$ cat src/rtl/cmp_seq.sv
// Multi-cycle MSB-first magnitude comparator: A vs B and A vs 0, CHUNK bits per
// cycle with early exit, signed or unsigned, start/done handshake with flush.
module cmp_seq #(
    parameter int WIDTH = 32,
    parameter int CHUNK = 8
) (
    input  logic             clk_i,
    input  logic             rst_ni,
    input  logic             start_i,
    input  logic             signed_mode_i,
    input  logic [WIDTH-1:0] a_i,
    input  logic [WIDTH-1:0] b_i,
    input  logic             flush_i,
    output logic             ready_o,
    output logic             busy_o,
    output logic             done_o,
    output logic [1:0]       ab_o,
    output logic [1:0]       az_o,
    output logic [1:0]       state_o
);

    localparam int N     = WIDTH / CHUNK;
    localparam int IDX_W = (N > 1) ? $clog2(N) : 1;

    typedef enum logic [1:0] {
        IDLE = 2'd0,
        BUSY = 2'd1,
        DONE = 2'd2
    } state_t;

    // Handshake: a request is taken on a rising edge where start_i=1, ready_o=1
    // and flush_i=0; done_o is high for exactly the one cycle after the last
    // compare step, and ab_o/az_o hold their value until the next completion.
    state_t             state_q, state_d;
    logic [WIDTH-1:0]   a_q, a_d;
    logic [WIDTH-1:0]   b_q, b_d;
    logic [WIDTH-1:0]   z_q, z_d;
    logic [IDX_W-1:0]   idx_q, idx_d;
    logic               ab_dec_q, ab_dec_d;
    logic               az_dec_q, az_dec_d;
    logic               ab_gt_q, ab_gt_d;
    logic               az_gt_q, az_gt_d;
    logic [1:0]         ab_q, ab_d;
    logic [1:0]         az_q, az_d;

    logic [WIDTH-1:0]   msb_flip;
    logic [CHUNK-1:0]   a_sl, b_sl, z_sl;
    logic               ab_dec_n, az_dec_n, ab_gt_n, az_gt_n, finish;

    // Signed operands are mapped to offset binary so every slice compare is unsigned.
    assign msb_flip = {signed_mode_i, {(WIDTH-1){1'b0}}};

    assign a_sl = a_q[int'(idx_q)*CHUNK +: CHUNK];
    assign b_sl = b_q[int'(idx_q)*CHUNK +: CHUNK];
    assign z_sl = z_q[int'(idx_q)*CHUNK +: CHUNK];

    assign ab_dec_n = ab_dec_q || (a_sl != b_sl);
    assign az_dec_n = az_dec_q || (a_sl != z_sl);
    assign ab_gt_n  = ab_dec_q ? ab_gt_q : (a_sl > b_sl);
    assign az_gt_n  = az_dec_q ? az_gt_q : (a_sl > z_sl);
    assign finish   = (ab_dec_n && az_dec_n) || (idx_q == '0);

    always_comb begin
        state_d  = state_q;
        a_d      = a_q;
        b_d      = b_q;
        z_d      = z_q;
        idx_d    = idx_q;
        ab_dec_d = ab_dec_q;
        az_dec_d = az_dec_q;
        ab_gt_d  = ab_gt_q;
        az_gt_d  = az_gt_q;
        ab_d     = ab_q;
        az_d     = az_q;

        case (state_q)
            IDLE, DONE: begin
                if (flush_i) begin
                    state_d = IDLE;
                end else if (start_i) begin
                    state_d  = BUSY;
                    a_d      = a_i ^ msb_flip;
                    b_d      = b_i ^ msb_flip;
                    z_d      = msb_flip;
                    idx_d    = IDX_W'(N - 1);
                    ab_dec_d = 1'b0;
                    az_dec_d = 1'b0;
                    ab_gt_d  = 1'b0;
                    az_gt_d  = 1'b0;
                end else begin
                    state_d = IDLE;
                end
            end
            BUSY: begin
                if (flush_i) begin
                    state_d = IDLE;
                end else begin
                    ab_dec_d = ab_dec_n;
                    az_dec_d = az_dec_n;
                    ab_gt_d  = ab_gt_n;
                    az_gt_d  = az_gt_n;
                    if (idx_q != '0) begin
                        idx_d = idx_q - 1'b1;
                    end
                    if (finish) begin
                        // Undecided after slice 0 means every slice matched: equal.
                        state_d = DONE;
                        ab_d    = ab_dec_n ? (ab_gt_n ? 2'b10 : 2'b00) : 2'b01;
                        az_d    = az_dec_n ? (az_gt_n ? 2'b10 : 2'b00) : 2'b01;
                    end
                end
            end
            default: state_d = IDLE;
        endcase
    end

    always_ff @(posedge clk_i or negedge rst_ni) begin
        if (!rst_ni) begin
            state_q  <= IDLE;
            a_q      <= '0;
            b_q      <= '0;
            z_q      <= '0;
            idx_q    <= '0;
            ab_dec_q <= 1'b0;
            az_dec_q <= 1'b0;
            ab_gt_q  <= 1'b0;
            az_gt_q  <= 1'b0;
            ab_q     <= 2'b00;
            az_q     <= 2'b00;
        end else begin
            state_q  <= state_d;
            a_q      <= a_d;
            b_q      <= b_d;
            z_q      <= z_d;
            idx_q    <= idx_d;
            ab_dec_q <= ab_dec_d;
            az_dec_q <= az_dec_d;
            ab_gt_q  <= ab_gt_d;
            az_gt_q  <= az_gt_d;
            ab_q     <= ab_d;
            az_q     <= az_d;
        end
    end

    assign ready_o = (state_q != BUSY);
    assign busy_o  = (state_q == BUSY);
    assign done_o  = (state_q == DONE);
    assign ab_o    = ab_q;
    assign az_o    = az_q;
    assign state_o = state_q;

endmodule

$ cat config.mk
export PLATFORM = sky130hd
export DESIGN_NAME = cmp_seq
export DESIGN_NICKNAME = d
export VERILOG_FILES = /design/src/rtl/cmp_seq.sv
export SDC_FILE = /design/constraint.sdc
export NUM_CORES = 1
export LEC_CHECK = 0
export BUFFER_PORTS_ARGS = -buffer_cell sky130_fd_sc_hd__buf_2
export CAP_MARGIN = 15
export CELL_PAD_IN_SITES_DETAIL_PLACEMENT = 0
export CELL_PAD_IN_SITES_GLOBAL_PLACEMENT = 2
export CORE_MARGIN = 2
export CORE_UTILIZATION = 40
export CTS_BUF_LIST = sky130_fd_sc_hd__clkbuf_8 sky130_fd_sc_hd__clkbuf_16
export CTS_CLUSTER_DIAMETER = 80
export DETAILED_ROUTE_END_ITERATION = 8
export GPL_TIMING_DRIVEN = 0
export HOLD_SLACK_MARGIN = 0.1
export PLACE_DENSITY = 0.9
export SKIP_CTS_REPAIR_TIMING = 1
export SLEW_MARGIN = 15
export SYNTH_ARGS = -nofsm -noshare
export SYNTH_HDL_FRONTEND = slang
export SYNTH_SLANG_ARGS = --single-unit
$ cat constraint.sdc
create_clock -name clk_i -period 7.2 [get_ports clk_i]
set_input_delay 0.72 -clock clk_i [delete_from_list [all_inputs] [get_ports clk_i]]
set_output_delay 0.72 -clock clk_i [all_outputs]
set_load 0.05 [all_outputs]
==> results.py <==
metrics = {
    "timing": {
        "fin_crit_sh": 0.444,
        "clock_skew_ns": 0.0151,
        "tns_ns": 0,
        "period_minus_slack_ns": 3.20,
        "max-slew-margin-rel": 0.515,
        "setup_viol_count_final": 0,
        "finalHoldViolations": 0,
        "rsz0062_at_grt": "false",
        "layout_setup_ws_ns": 4.00,
        "tightest_slew_ns": 0.728,
        "max_freq_mhz": 313,
        "maxSlewViolCount": 0,
    },
    "worst_setup_path": {
        "worstPathArrival_ns": 3.42,
        "crit_fanout": 10,
        "slowest_delay_ns": 0.53,
        "crit_required_ns": 7.42,
        "cpLargestDelayFamily": "buffers and inverters",
        "path_depth": 10,
        "r2r_cells": 10,
        "crit_type": "flop to flop",
        "crit_path_end_kind": "flop",
        "path_buf_inv": 3,
        "worst_path_max_delay_cell": "clkbuf_1",
        "start_kind": "flop",
        "path_cells": "clkbuf_1, clkbuf_1, mux4_2, inv_1, ha_1, a21o_1, a21o_1, a211o_1, o21ai_0, mux2i_1",
        "r2r_slack_ns": 4.00,
    },
    "run_status": {
        "status": "finished, final reports clean",
    },
    "grt": {
        "grt_max_degree": 40,
        "grt_overflow": 0,
        "grt_pass1_wl_mm": 12.8,
        "antenna_found_initial": 0,
        "grt_pass1_vias": 2498,
        "gr-usage-all-layers": 0.172,
    },
    "layout": {
        "areaGrowthSynthToFinish_pct": 20.0,
        "fin_nets": 418,
        "num_antenna_cells": 0,
        "final_cell_mix": "77 x dfrtp_1, 76 x buf_2, 63 x mux2_2, 15 x inv_1",
        "drive_gt1_frac": 0.491,
        "layout_commonest_cell": "dfrtp_1",
    },
    "route": {
        "drc": 0,
        "totalWireLength_mm": 7.71,
        "dr.pass1.iters": 4,
        "vias": 2287,
        "first_iter_violations": 75,
        "via_per_inst": 5.06,
        "final_antenna_net_count": 0,
        "wl_per_cell_um": 17.1,
    },
    "yosys": {
        "ys_seq_area_frac": 0.531,
        "synth_area_per_cell_um2": 14.5,
        "syn-num-nets": 329,
        "yosysUniqueCellTypes": 34,
        "synth_warnings": 0,
        "syn_area_mm2": 0.00363,
        "synth_seq_cells": 77,
        "netlist_instances": 250,
    },
    "clock_tree": {
        "cts_tree": "built",
        "clk_latency_ns": 0.36,
        "cts_buffer_depth": 2,
        "cts.htree.levels": 3,
        "cts_inserted_buffers": 9,
        "clk_pin_slew_ns": 0.09,
        "cts_root_buffer": "clkbuf_8",
        "cts.sinks": 77,
    },
    "floorplanning": {
        "num_io_pins": 78,
        "start_util": 0.414,
        "die_x_um": 99.3,
        "rows": 34,
        "die_area_mm2": 0.00986,
        "core_area_mm2": 0.00876,
        "die_height_um": 99.3,
    },
    "placed_design": {
        "place_congestion": 0.772,
        "hpwl_mm": 5.73,
        "dp_slack_ns": 3.97,
        "numPortBuffers": 77,
    },
    "hold_path": {
        "hold_class": "input port to asynchronous set/reset pin",
    },
    "power": {
        "p_leak_nw": 2.05,
        "ir_drop_v": 0.000126,
        "powerDensity_mw_per_mm2": 284,
    },
    "flow_run": {
        "drv_cap": 0,
    },
}
[stage by stage]
step	instance area, µm²	hold slack [ns]	std cells	utilization	power [mW]
after floorplan	3630	0.424	250	-	0.836
after global placement	4150	0.466	435	0.474	0.935
after detailed placement	4170	0.485	436	0.476	0.948
after CTS	4360	0.340	452	0.497	1.26
after global routing	4360	0.355	452	0.497	1.32
final	4360	0.327	452	0.497	1.24
[layer usage]
layer  wire, µm  up-vias  global-route usage
li1           -     1098                   -
met1       3430     1117               0.221
met2       3750       55               0.278
met3        318       17              0.0372
met4        212        0              0.0854
met5          0        -                   0
[flip-flops by register name (all words and copies together), names as in the netlist]
| register | flops |
|---|---|
| az_gt_q | 1 |
| ab_gt_q | 1 |
| ab_o | 2 |
| ab_dec_q | 1 |
| idx_q | 2 |
| az_o | 2 |
| state_o | 2 |
| a_q | 32 |
| z_q | 1 |
| az_dec_q | 1 |
| b_q | 32 |
[worst reg2reg max path: cells and delay by family, from the launching register on]
kind                     cells  cell delay [ns]
AO/OA/AOI/OAI                4             0.89
adder cells (fa/ha/maj)      1             0.23
buffers and inverters        3             1.10
flip-flops                   1             0.33
multiplexers                 2             0.50
[path summary, 6_finish.rpt]
check                              start      end
worst min-delay path              rst_ni  a_q[24]
worst min register to register   az_o[1]  az_o[1]
worst max register to register  idx_q[1]  ab_o[1]
max in group asynchronous         rst_ni   b_q[3]
min in group clk_i               az_o[1]  az_o[1]
worst max-delay path            idx_q[1]  ab_o[1]
[logic make-up after synthesis]
family | count (synthesis) | share of synthesized area
AO/OA/AOI/OAI | 24 | 0.0434
XOR/XNOR | 2 | 0.00483
adder cells (fa/ha/maj) | 10 | 0.0345
buffers and inverters | 27 | 0.0300
flip-flops | 77 | 0.531
multiplexers | 80 | 0.306
AND/OR/NAND/NOR | 30 | 0.0510
[cells in the mapped netlist]
library cell	n	share of area
dfrtp_1	77	0.53
mux2_2	63	0.20
inv_1	15	0.016
clkbuf_1	10	0.010
ha_1	10	0.034
nor2_1	9	0.0093
a21oi_1	8	0.011
mux4_1	8	0.058
mux4_2	8	0.050
a21o_1	4	0.0083
nand2_1	4	0.0041
nand2b_1	3	0.0052
o21ai_0	3	0.0041
a21boi_0	2	0.0041
a32o_1	2	0.0055
nand3_1	2	0.0028
nor2b_1	2	0.0034
nor3_1	2	0.0028
o21a_1	2	0.0041
xnor2_1	2	0.0048
a211o_1	1	0.0024
and3_1	1	0.0017
and4_1	1	0.0024
and4b_1	1	0.0028
buf_1	1	0.0010
buf_6	1	0.0031
mux2i_1	1	0.0028
nand3_2	1	0.0028
nand4b_1	1	0.0024
nor3b_1	1	0.0021
nor3b_2	1	0.0034
nor4_4	1	0.0059
o211ai_1	1	0.0021
o22ai_1	1	0.0017
[cell type report]
class	instances	area, µm²
clock buffers	10	138
repair buffers	78	408
plain buffers	12	52.6
inverters	15	56.3
clock inverters	6	46.3
well taps	108	135
multi-input cells	146	1600
fillers	776	4410
flip-flops and latches	77	1930
[power by group]
group	internal [mW]	switching [mW]
logic	0.192	0.184
clock network	0.136	0.170
registers	0.515	0.0416
(Power assumes the default switching activity.)
